--- src/rtl/arp_resolver_ctrl_if.sv ---
// ARP resolver control bus: frame input, lookup request/response, TX frame
// output, cache update and station addresses. clk/rst_n stay plain ports.
interface arp_resolver_ctrl_if;
   logic [47:0] local_mac;
   logic [31:0] local_ip;

   logic        s_frame_valid;
   logic        s_frame_ready;
   logic [15:0] s_frame_oper;
   logic [47:0] s_frame_sha;
   logic [31:0] s_frame_spa;
   logic [31:0] s_frame_tpa;

   logic        s_lookup_valid;
   logic        s_lookup_ready;
   logic [31:0] s_lookup_ip;

   logic        m_lookup_resp_valid;
   logic [47:0] m_lookup_resp_mac;
   logic        m_lookup_resp_error;

   logic        m_tx_valid;
   logic        m_tx_ready;
   logic [15:0] m_tx_oper;
   logic [47:0] m_tx_dest_mac;
   logic [47:0] m_tx_tha;
   logic [31:0] m_tx_tpa;

   logic        cache_wr_en;
   logic [31:0] cache_wr_ip;
   logic [47:0] cache_wr_mac;

   logic        busy;

   // Resolver side
   modport slave (
      input  local_mac, local_ip,
      input  s_frame_valid, s_frame_oper, s_frame_sha, s_frame_spa, s_frame_tpa,
      output s_frame_ready,
      input  s_lookup_valid, s_lookup_ip,
      output s_lookup_ready,
      output m_lookup_resp_valid, m_lookup_resp_mac, m_lookup_resp_error,
      output m_tx_valid, m_tx_oper, m_tx_dest_mac, m_tx_tha, m_tx_tpa,
      input  m_tx_ready,
      output cache_wr_en, cache_wr_ip, cache_wr_mac,
      output busy
   );

   // Environment side
   modport master (
      output local_mac, local_ip,
      output s_frame_valid, s_frame_oper, s_frame_sha, s_frame_spa, s_frame_tpa,
      input  s_frame_ready,
      output s_lookup_valid, s_lookup_ip,
      input  s_lookup_ready,
      input  m_lookup_resp_valid, m_lookup_resp_mac, m_lookup_resp_error,
      input  m_tx_valid, m_tx_oper, m_tx_dest_mac, m_tx_tha, m_tx_tpa,
      output m_tx_ready,
      input  cache_wr_en, cache_wr_ip, cache_wr_mac,
      input  busy
   );
endinterface

--- src/rtl/arp_resolver_ctrl.sv ---
// ARP resolver: answers ARP requests for the local IP, learns senders into the
// cache, and resolves IP->MAC lookups with timed broadcast retries.
module arp_resolver_ctrl #(
   parameter int RETRY_COUNT    = 3,
   parameter int RETRY_INTERVAL = 1000
) (
   input logic                clk,
   input logic                rst_n,
   arp_resolver_ctrl_if.slave bus
);
   localparam logic [1:0]  ST_IDLE  = 2'd0;
   localparam logic [1:0]  ST_ISSUE = 2'd1;
   localparam logic [1:0]  ST_WAIT  = 2'd2;
   localparam logic [1:0]  ST_RESP  = 2'd3;
   localparam logic [15:0] OPER_REQ = 16'd1;
   localparam logic [15:0] OPER_REP = 16'd2;
   localparam logic [23:0] TIMER_LOAD   = 24'(RETRY_INTERVAL - 1);
   localparam logic [3:0]  MAX_ATTEMPTS = 4'(RETRY_COUNT);

   logic [1:0]  state;
   logic        run;            // keeps the ready outputs low until the first clk after reset
   logic        reply_pending, request_pending;
   logic [47:0] rp_mac;
   logic [31:0] rp_tpa;
   logic [31:0] pending_ip;
   logic [3:0]  attempts;
   logic [23:0] timer;
   logic        tx_valid;
   logic [15:0] tx_oper;
   logic [47:0] tx_dest, tx_tha;
   logic [31:0] tx_tpa;
   logic        cwr_en;
   logic [31:0] cwr_ip;
   logic [47:0] cwr_mac;
   logic        resp_valid, resp_err;
   logic [47:0] resp_mac;

   logic frame_fire, is_req_me, is_reply, lookup_fire;
   logic tx_load, load_reply, load_req, tx_req_fire, match;

   assign bus.s_frame_ready  = run && !reply_pending;
   assign bus.s_lookup_ready = run && (state == ST_IDLE);
   assign frame_fire  = bus.s_frame_valid && bus.s_frame_ready;
   assign is_req_me   = (bus.s_frame_oper == OPER_REQ) && (bus.s_frame_tpa == bus.local_ip);
   assign is_reply    = (bus.s_frame_oper == OPER_REP);
   assign lookup_fire = bus.s_lookup_valid && bus.s_lookup_ready;
   // TX register refills when empty or draining this cycle; replies go first
   assign tx_load     = !tx_valid || bus.m_tx_ready;
   assign load_reply  = tx_load && reply_pending;
   assign load_req    = tx_load && !reply_pending && request_pending;
   assign tx_req_fire = tx_valid && bus.m_tx_ready && (tx_oper == OPER_REQ);
   assign match       = frame_fire && is_reply && (bus.s_frame_spa == pending_ip) &&
                        ((state == ST_ISSUE) || (state == ST_WAIT));

   assign bus.m_tx_valid          = tx_valid;
   assign bus.m_tx_oper           = tx_oper;
   assign bus.m_tx_dest_mac       = tx_dest;
   assign bus.m_tx_tha            = tx_tha;
   assign bus.m_tx_tpa            = tx_tpa;
   assign bus.cache_wr_en         = cwr_en;
   assign bus.cache_wr_ip         = cwr_ip;
   assign bus.cache_wr_mac        = cwr_mac;
   assign bus.m_lookup_resp_valid = resp_valid;
   assign bus.m_lookup_resp_mac   = resp_mac;
   assign bus.m_lookup_resp_error = resp_err;
   assign bus.busy                = (state != ST_IDLE);

   // Run flag: ready outputs come up one clk after reset release
   always_ff @(posedge clk or negedge rst_n) begin
      if (!rst_n) run <= 1'b0;
      else        run <= 1'b1;
   end

   // Frame intake: cache learning and capture of a reply to send back
   always_ff @(posedge clk or negedge rst_n) begin
      if (!rst_n) begin
         reply_pending <= 1'b0;
         rp_mac        <= '0;
         rp_tpa        <= '0;
         cwr_en        <= 1'b0;
         cwr_ip        <= '0;
         cwr_mac       <= '0;
      end else begin
         cwr_en <= 1'b0;
         if (frame_fire && (is_req_me || is_reply)) begin
            cwr_en  <= 1'b1;
            cwr_ip  <= bus.s_frame_spa;
            cwr_mac <= bus.s_frame_sha;
         end
         if (frame_fire && is_req_me) begin
            reply_pending <= 1'b1;
            rp_mac        <= bus.s_frame_sha;
            rp_tpa        <= bus.s_frame_spa;
         end else if (load_reply) begin
            reply_pending <= 1'b0;
         end
      end
   end

   // TX holding register: fields stay stable until m_tx_ready
   always_ff @(posedge clk or negedge rst_n) begin
      if (!rst_n) begin
         tx_valid <= 1'b0;
         tx_oper  <= '0;
         tx_dest  <= '0;
         tx_tha   <= '0;
         tx_tpa   <= '0;
      end else if (load_reply) begin
         tx_valid <= 1'b1;
         tx_oper  <= OPER_REP;
         tx_dest  <= rp_mac;
         tx_tha   <= rp_mac;
         tx_tpa   <= rp_tpa;
      end else if (load_req) begin
         tx_valid <= 1'b1;
         tx_oper  <= OPER_REQ;
         tx_dest  <= 48'hFFFF_FFFF_FFFF;
         tx_tha   <= '0;
         tx_tpa   <= pending_ip;
      end else if (tx_load) begin
         tx_valid <= 1'b0;
      end
   end

   // Lookup FSM: issue request, wait with timeout, retry, then respond
   always_ff @(posedge clk or negedge rst_n) begin
      if (!rst_n) begin
         state           <= ST_IDLE;
         request_pending <= 1'b0;
         pending_ip      <= '0;
         attempts        <= '0;
         timer           <= '0;
         resp_valid      <= 1'b0;
         resp_err        <= 1'b0;
         resp_mac        <= '0;
      end else begin
         resp_valid <= 1'b0;
         if (load_req) request_pending <= 1'b0;
         case (state)
            ST_IDLE: if (lookup_fire) begin
               pending_ip <= bus.s_lookup_ip;
               attempts   <= '0;
               if (bus.s_lookup_ip == bus.local_ip) begin
                  state      <= ST_RESP;
                  resp_valid <= 1'b1;
                  resp_mac   <= bus.local_mac;
                  resp_err   <= 1'b0;
               end else begin
                  state           <= ST_ISSUE;
                  request_pending <= 1'b1;
               end
            end
            ST_ISSUE, ST_WAIT: begin
               if (match) begin
                  // a request already in the TX register still goes out
                  state           <= ST_RESP;
                  resp_valid      <= 1'b1;
                  resp_mac        <= bus.s_frame_sha;
                  resp_err        <= 1'b0;
                  request_pending <= 1'b0;
               end else if (state == ST_ISSUE) begin
                  if (tx_req_fire) begin
                     attempts <= attempts + 4'd1;
                     timer    <= TIMER_LOAD;
                     state    <= ST_WAIT;
                  end
               end else if (timer == '0) begin
                  if (attempts < MAX_ATTEMPTS) begin
                     state           <= ST_ISSUE;
                     request_pending <= 1'b1;
                  end else begin
                     state      <= ST_RESP;
                     resp_valid <= 1'b1;
                     resp_mac   <= '0;
                     resp_err   <= 1'b1;
                  end
               end else begin
                  timer <= timer - 24'd1;
               end
            end
            default: state <= ST_IDLE;
         endcase
      end
   end
endmodule

--- src/flat_wrapper.sv ---
// flat-port wrapper written by rule: the top's interface ports become plain ports
module arp_resolver_ctrl_flat 
#(
   parameter int RETRY_COUNT    = 3,
   parameter int RETRY_INTERVAL = 1000
)
  (clk, rst_n, bus_local_mac, bus_local_ip, bus_s_frame_valid, bus_s_frame_oper, bus_s_frame_sha, bus_s_frame_spa, bus_s_frame_tpa, bus_s_frame_ready, bus_s_lookup_valid, bus_s_lookup_ip, bus_s_lookup_ready, bus_m_lookup_resp_valid, bus_m_lookup_resp_mac, bus_m_lookup_resp_error, bus_m_tx_valid, bus_m_tx_oper, bus_m_tx_dest_mac, bus_m_tx_tha, bus_m_tx_tpa, bus_m_tx_ready, bus_cache_wr_en, bus_cache_wr_ip, bus_cache_wr_mac, bus_busy);
  arp_resolver_ctrl_if bus_i ();
  input logic clk;
  input logic rst_n;
  input wire logic [$bits(bus_i.local_mac)-1:0] bus_local_mac;
  input wire logic [$bits(bus_i.local_ip)-1:0] bus_local_ip;
  input wire logic [$bits(bus_i.s_frame_valid)-1:0] bus_s_frame_valid;
  input wire logic [$bits(bus_i.s_frame_oper)-1:0] bus_s_frame_oper;
  input wire logic [$bits(bus_i.s_frame_sha)-1:0] bus_s_frame_sha;
  input wire logic [$bits(bus_i.s_frame_spa)-1:0] bus_s_frame_spa;
  input wire logic [$bits(bus_i.s_frame_tpa)-1:0] bus_s_frame_tpa;
  output wire logic [$bits(bus_i.s_frame_ready)-1:0] bus_s_frame_ready;
  input wire logic [$bits(bus_i.s_lookup_valid)-1:0] bus_s_lookup_valid;
  input wire logic [$bits(bus_i.s_lookup_ip)-1:0] bus_s_lookup_ip;
  output wire logic [$bits(bus_i.s_lookup_ready)-1:0] bus_s_lookup_ready;
  output wire logic [$bits(bus_i.m_lookup_resp_valid)-1:0] bus_m_lookup_resp_valid;
  output wire logic [$bits(bus_i.m_lookup_resp_mac)-1:0] bus_m_lookup_resp_mac;
  output wire logic [$bits(bus_i.m_lookup_resp_error)-1:0] bus_m_lookup_resp_error;
  output wire logic [$bits(bus_i.m_tx_valid)-1:0] bus_m_tx_valid;
  output wire logic [$bits(bus_i.m_tx_oper)-1:0] bus_m_tx_oper;
  output wire logic [$bits(bus_i.m_tx_dest_mac)-1:0] bus_m_tx_dest_mac;
  output wire logic [$bits(bus_i.m_tx_tha)-1:0] bus_m_tx_tha;
  output wire logic [$bits(bus_i.m_tx_tpa)-1:0] bus_m_tx_tpa;
  input wire logic [$bits(bus_i.m_tx_ready)-1:0] bus_m_tx_ready;
  output wire logic [$bits(bus_i.cache_wr_en)-1:0] bus_cache_wr_en;
  output wire logic [$bits(bus_i.cache_wr_ip)-1:0] bus_cache_wr_ip;
  output wire logic [$bits(bus_i.cache_wr_mac)-1:0] bus_cache_wr_mac;
  output wire logic [$bits(bus_i.busy)-1:0] bus_busy;
  assign bus_i.local_mac = bus_local_mac;
  assign bus_i.local_ip = bus_local_ip;
  assign bus_i.s_frame_valid = bus_s_frame_valid;
  assign bus_i.s_frame_oper = bus_s_frame_oper;
  assign bus_i.s_frame_sha = bus_s_frame_sha;
  assign bus_i.s_frame_spa = bus_s_frame_spa;
  assign bus_i.s_frame_tpa = bus_s_frame_tpa;
  assign bus_s_frame_ready = bus_i.s_frame_ready;
  assign bus_i.s_lookup_valid = bus_s_lookup_valid;
  assign bus_i.s_lookup_ip = bus_s_lookup_ip;
  assign bus_s_lookup_ready = bus_i.s_lookup_ready;
  assign bus_m_lookup_resp_valid = bus_i.m_lookup_resp_valid;
  assign bus_m_lookup_resp_mac = bus_i.m_lookup_resp_mac;
  assign bus_m_lookup_resp_error = bus_i.m_lookup_resp_error;
  assign bus_m_tx_valid = bus_i.m_tx_valid;
  assign bus_m_tx_oper = bus_i.m_tx_oper;
  assign bus_m_tx_dest_mac = bus_i.m_tx_dest_mac;
  assign bus_m_tx_tha = bus_i.m_tx_tha;
  assign bus_m_tx_tpa = bus_i.m_tx_tpa;
  assign bus_i.m_tx_ready = bus_m_tx_ready;
  assign bus_cache_wr_en = bus_i.cache_wr_en;
  assign bus_cache_wr_ip = bus_i.cache_wr_ip;
  assign bus_cache_wr_mac = bus_i.cache_wr_mac;
  assign bus_busy = bus_i.busy;
  arp_resolver_ctrl #(.RETRY_COUNT(RETRY_COUNT), .RETRY_INTERVAL(RETRY_INTERVAL)) u_core (.clk(clk), .rst_n(rst_n), .bus(bus_i));
endmodule
--- config.mk ---
export PLATFORM = sky130hd
export DESIGN_NAME = arp_resolver_ctrl_flat
export DESIGN_NICKNAME = d
export VERILOG_FILES = /design/src/rtl/arp_resolver_ctrl_if.sv /design/src/rtl/arp_resolver_ctrl.sv /design/src/flat_wrapper.sv
export SDC_FILE = /design/constraint.sdc
export NUM_CORES = 1
export LEC_CHECK = 0
export ABC_AREA = 1
export BUFFER_PORTS_ARGS = -buffer_cell sky130_fd_sc_hd__buf_4
export CAP_MARGIN = 20
export CORE_ASPECT_RATIO = 1.4
export CORE_MARGIN = 2
export CORE_UTILIZATION = 40
export DETAILED_ROUTE_END_ITERATION = 10
export REMOVE_ABC_BUFFERS = 1
export SLEW_MARGIN = 20
export SYNTH_ARGS = -nofsm -noshare
export SYNTH_HDL_FRONTEND = slang
export SYNTH_SLANG_ARGS = --single-unit
--- constraint.sdc ---
create_clock -name clk -period 3.1 [get_ports clk]
set_clock_uncertainty 0.2 [all_clocks]
set_input_delay 0 -clock clk [delete_from_list [all_inputs] [get_ports clk]]
set_output_delay 0 -clock clk [all_outputs]
set_load 0.05 [all_outputs]
==> flow_metrics.py <==
metrics = {
    "global_route": {
        "grt_util_met3_pct": 4.97,
        "use_met1_pct": 31.5,
        "use_met2_pct": 51.5,
        "grt.total_usage_pct": 28.3,
        "grt.overflow.total": 0,
        "antenna_found_initial": 0,
        "grt-busiest-layer": "met2",
        "grt_pass1_wl_microns": 109000,
        "grt_pass1_vias": 19100,
        "grt_start_max_net_pins": 185,
    },
    "synthesis": {
        "syn_avg_cell_area_sq_um": 7.79,
        "ys_types": 32,
        "ys_ff_latch": 407,
        "yosysMostFrequentCell": "nand2_1",
        "synthFlopType": "dfrtp_1",
        "synth_common_cells": "nand2_1, dfrtp_1, inv_1",
        "syn_area_sq_um": 19100,
        "postSynthCellCount": 2455,
        "yosysSeqAreaShare_pct": 53.3,
        "synth_edf_count": 0,
        "synth_top_area_share_pct": 53.3,
        "yosys-top-cells-area": "dfrtp_1, nand2_1, nand3_1",
        "synth_warnings": 0,
        "async_flop_share_pct": 100,
        "synthDominantAreaCellType": "dfrtp_1",
    },
    "cells_and_area": {
        "final_cells": 3757,
        "area_delta_synth_final_pct": 40.5,
        "final.fill_count": 4362,
        "antenna_cells": 0,
        "final_layout_size_suffix_gt1_share_pct": 20.0,
        "final_area_sq_um": 26900,
        "final_nets": 3353,
        "layout.area.seq_sq_um": 10200,
        "final_util_pct": 57.1,
        "multi_input_area_sq_um": 7660,
    },
    "timing": {
        "fmax_mhz": 342,
        "min_period_over_period_pct": 94.3,
        "slew_headroom_pct": 35.0,
        "drv_slew": 0,
        "finalHoldViolCount": 0,
        "rsz0062_at_grt": "false",
        "layout_min_cycle_time_ns": 2.92,
        "tightest_slew_ns": 0.974,
        "setup_viol": 0,
    },
    "min_path": {
        "whs_path_depth": 4,
        "hold_end": "u_core.bus.cache_wr_mac[17]",
        "min_from": "bus_s_frame_sha[17]",
        "min_path_type": "input port to flip-flop",
    },
    "routing": {
        "vias_per_cell": 4.95,
        "wl_per_cell_microns": 18.7,
        "ant_nets": 0,
        "drt_first_pass_iters": 7,
        "routed_wl_microns": 70300,
        "initialDrtViolationCount": 1155,
        "drc": 0,
        "vias": 18600,
    },
    "floorplanning": {
        "die-width_microns": 189,
        "num_rows": 94,
        "initial_utilization_pct": 40.6,
        "die_y_microns": 263,
        "die_area_sq_um": 49600,
        "design.core.area_sq_um": 47000,
        "num_io_pins": 524,
    },
    "placed_design": {
        "gp_congestion": 0.958,
        "portBuffers": 509,
        "dp_cells": 3500,
        "place_area_sq_um": 23700,
        "dp_hpwl_microns": 49800,
    },
    "clock_network": {
        "h-tree-depth": 2,
        "cts_setup_buffers": 0,
        "cts_root_buffer": "clkbuf_16",
        "clkLatencyLatePin_ns": 0.56,
        "cts_tree": "built",
        "cts_made_buffers": 41,
        "clockBufferDepth": 3,
        "clkSinkCount": 407,
        "clk_pin_slew_ns": 0.06,
    },
    "setup_path": {
        "startpoint_type": "input port",
        "worstReg2RegStart": "u_core.pending_ip[7]",
        "crit_required_ns": 3.33,
        "worstPathMaxFanout": 49,
        "critPathArrivalTime_ns": 3.15,
        "r2r_cells": 15,
        "r2r_slack_ns": 0.21,
        "r2r-end": "u_core.bus.m_lookup_resp_mac[15]",
        "crit_path_end_kind": "flip-flop",
        "crit_type": "input port to flip-flop",
    },
    "run_status": {
        "status": "complete, no violations",
    },
    "power": {
        "ir_drop_v": 0.000498,
        "p_leak_uw": 0.0147,
        "pwr_density_cell_nw_per_um2": 745,
    },
    "flow_run": {
        "max_cap_viol_count": 0,
    },
}
## how the worst max path moves through the flow
stage / from / to / slack, ns / cells after the start
2_1_floorplan: u_core.reply_pending / u_core.bus.cache_wr_ip[0] / -5.48 / 9
3_3_place_gp: u_core.reply_pending / u_core.bus.cache_wr_mac[9] / 0.55 / 10
3_5_place_dp: u_core.state[0] / u_core.bus.m_lookup_resp_mac[39] / 0.48 / 12
4_1_cts: u_core.pending_ip[7] / u_core.bus.m_lookup_resp_mac[15] / 0.11 / 15
5_1_grt: u_core.pending_ip[18] / u_core.bus.m_lookup_resp_mac[15] / 0.03 / 15
6_report: bus_s_frame_oper[2] / u_core.bus.m_lookup_resp_mac[15] / 0.18 / 14
## cell usage in the layout (no fill, tap or decap), types with 15 or more instances in the layout
cell           count
dfrtp_1          407
nand4_1           66
buf_4            528
conb_1            15
o211ai_1          32
inv_1            212
o21ai_0          132
nand3_1          200
nor2_1           120
dlygate4sd3_1    183
xor2_1            30
nand2_1         1042
xnor2_1           29
clkbuf_16         43
## through the flow
step	TNS (ns)	worst slack, ns	total power, uW	hold slack [ns]
finish	0	0.178	20000	0.0177
floorplan	-1046.11	-5.48	11800	-0.496
detailed placement	0	0.479	14900	-0.0855
global placement	0	0.551	14800	-0.0944
global route	0	0.0272	21200	0.0123
CTS	0	0.115	20200	0.00115
## cell type report
type / instances / share of cell area, %
Clock inverter: 15 / 0.503
Tap cell: 624 / 2.91
Timing Repair Buffer: 726 / 22.7
Multi-Input combinational cell: 1710 / 28.5
Sequential cell: 407 / 37.9
Clock buffer: 59 / 4.45
Inverter: 216 / 3.02
## layer usage
layer	up-vias	share of wire [%]
li1	8959	-
met2	638	52
met1	8863	37
met3	139	5.8
met4	0	5.4
met5	-	0
## timing repair
item,4_1_cts,5_1_grt
endpoints found under the setup margin,0,20
hold endpoints to repair,654,0
gates resized for setup,0,3
hold buffers,183,0
## kinds of logic (layout without fill, tap and decap cells)
family	after synthesis	after routing	share of synthesized area, %
flops	407	407	53.3
simple gates	1455	1455	31.1
xor+xnor	59	59	2.70
compound gates	175	175	5.10
fa+ha+maj	6	6	0.393
other cells	2	15	0.0393
buf+inv	351	1016	7.40
## power by group
part           total, uW  leakage, uW  switching, uW  internal (uW)
registers           6820      0.00527            649           6170
logic               8160      0.00879           5670           2490
clock network       5010     0.000661           2160           2860
total              20000       0.0147           8480          11500
## sequential cells by signal, summed over array words and instances, names as in the netlist, 2 cells and up
| name | count |
|---|---|
| u_core.bus.cache_wr_mac | 48 |
| u_core.bus.m_lookup_resp_mac | 48 |
| u_core.bus.m_tx_dest_mac | 48 |
| u_core.bus.m_tx_tha | 48 |
| u_core.rp_mac | 48 |
| u_core.bus.cache_wr_ip | 32 |
| u_core.bus.m_tx_tpa | 32 |
| u_core.pending_ip | 32 |
| u_core.rp_tpa | 32 |
| u_core.timer | 24 |
| u_core.attempts | 4 |
| u_core.bus.m_tx_oper | 2 |
| u_core.state | 2 |
## worst max-delay path, cell delays in order
cell	delay (ns)
dlygate4sd3_1	0.54
buf_4	0.14
nor4_2	0.14
dlygate4sd3_1	0.58
buf_4	0.12
nand3_4	0.16
nor2_8	0.19
dlygate4sd3_1	0.58
nand3_2	0.10
nand2_1	0.10
nand3_2	0.10
buf_12	0.19
nand2_1	0.10
nand2_1	0.05
(Power assumes the default switching activity.)
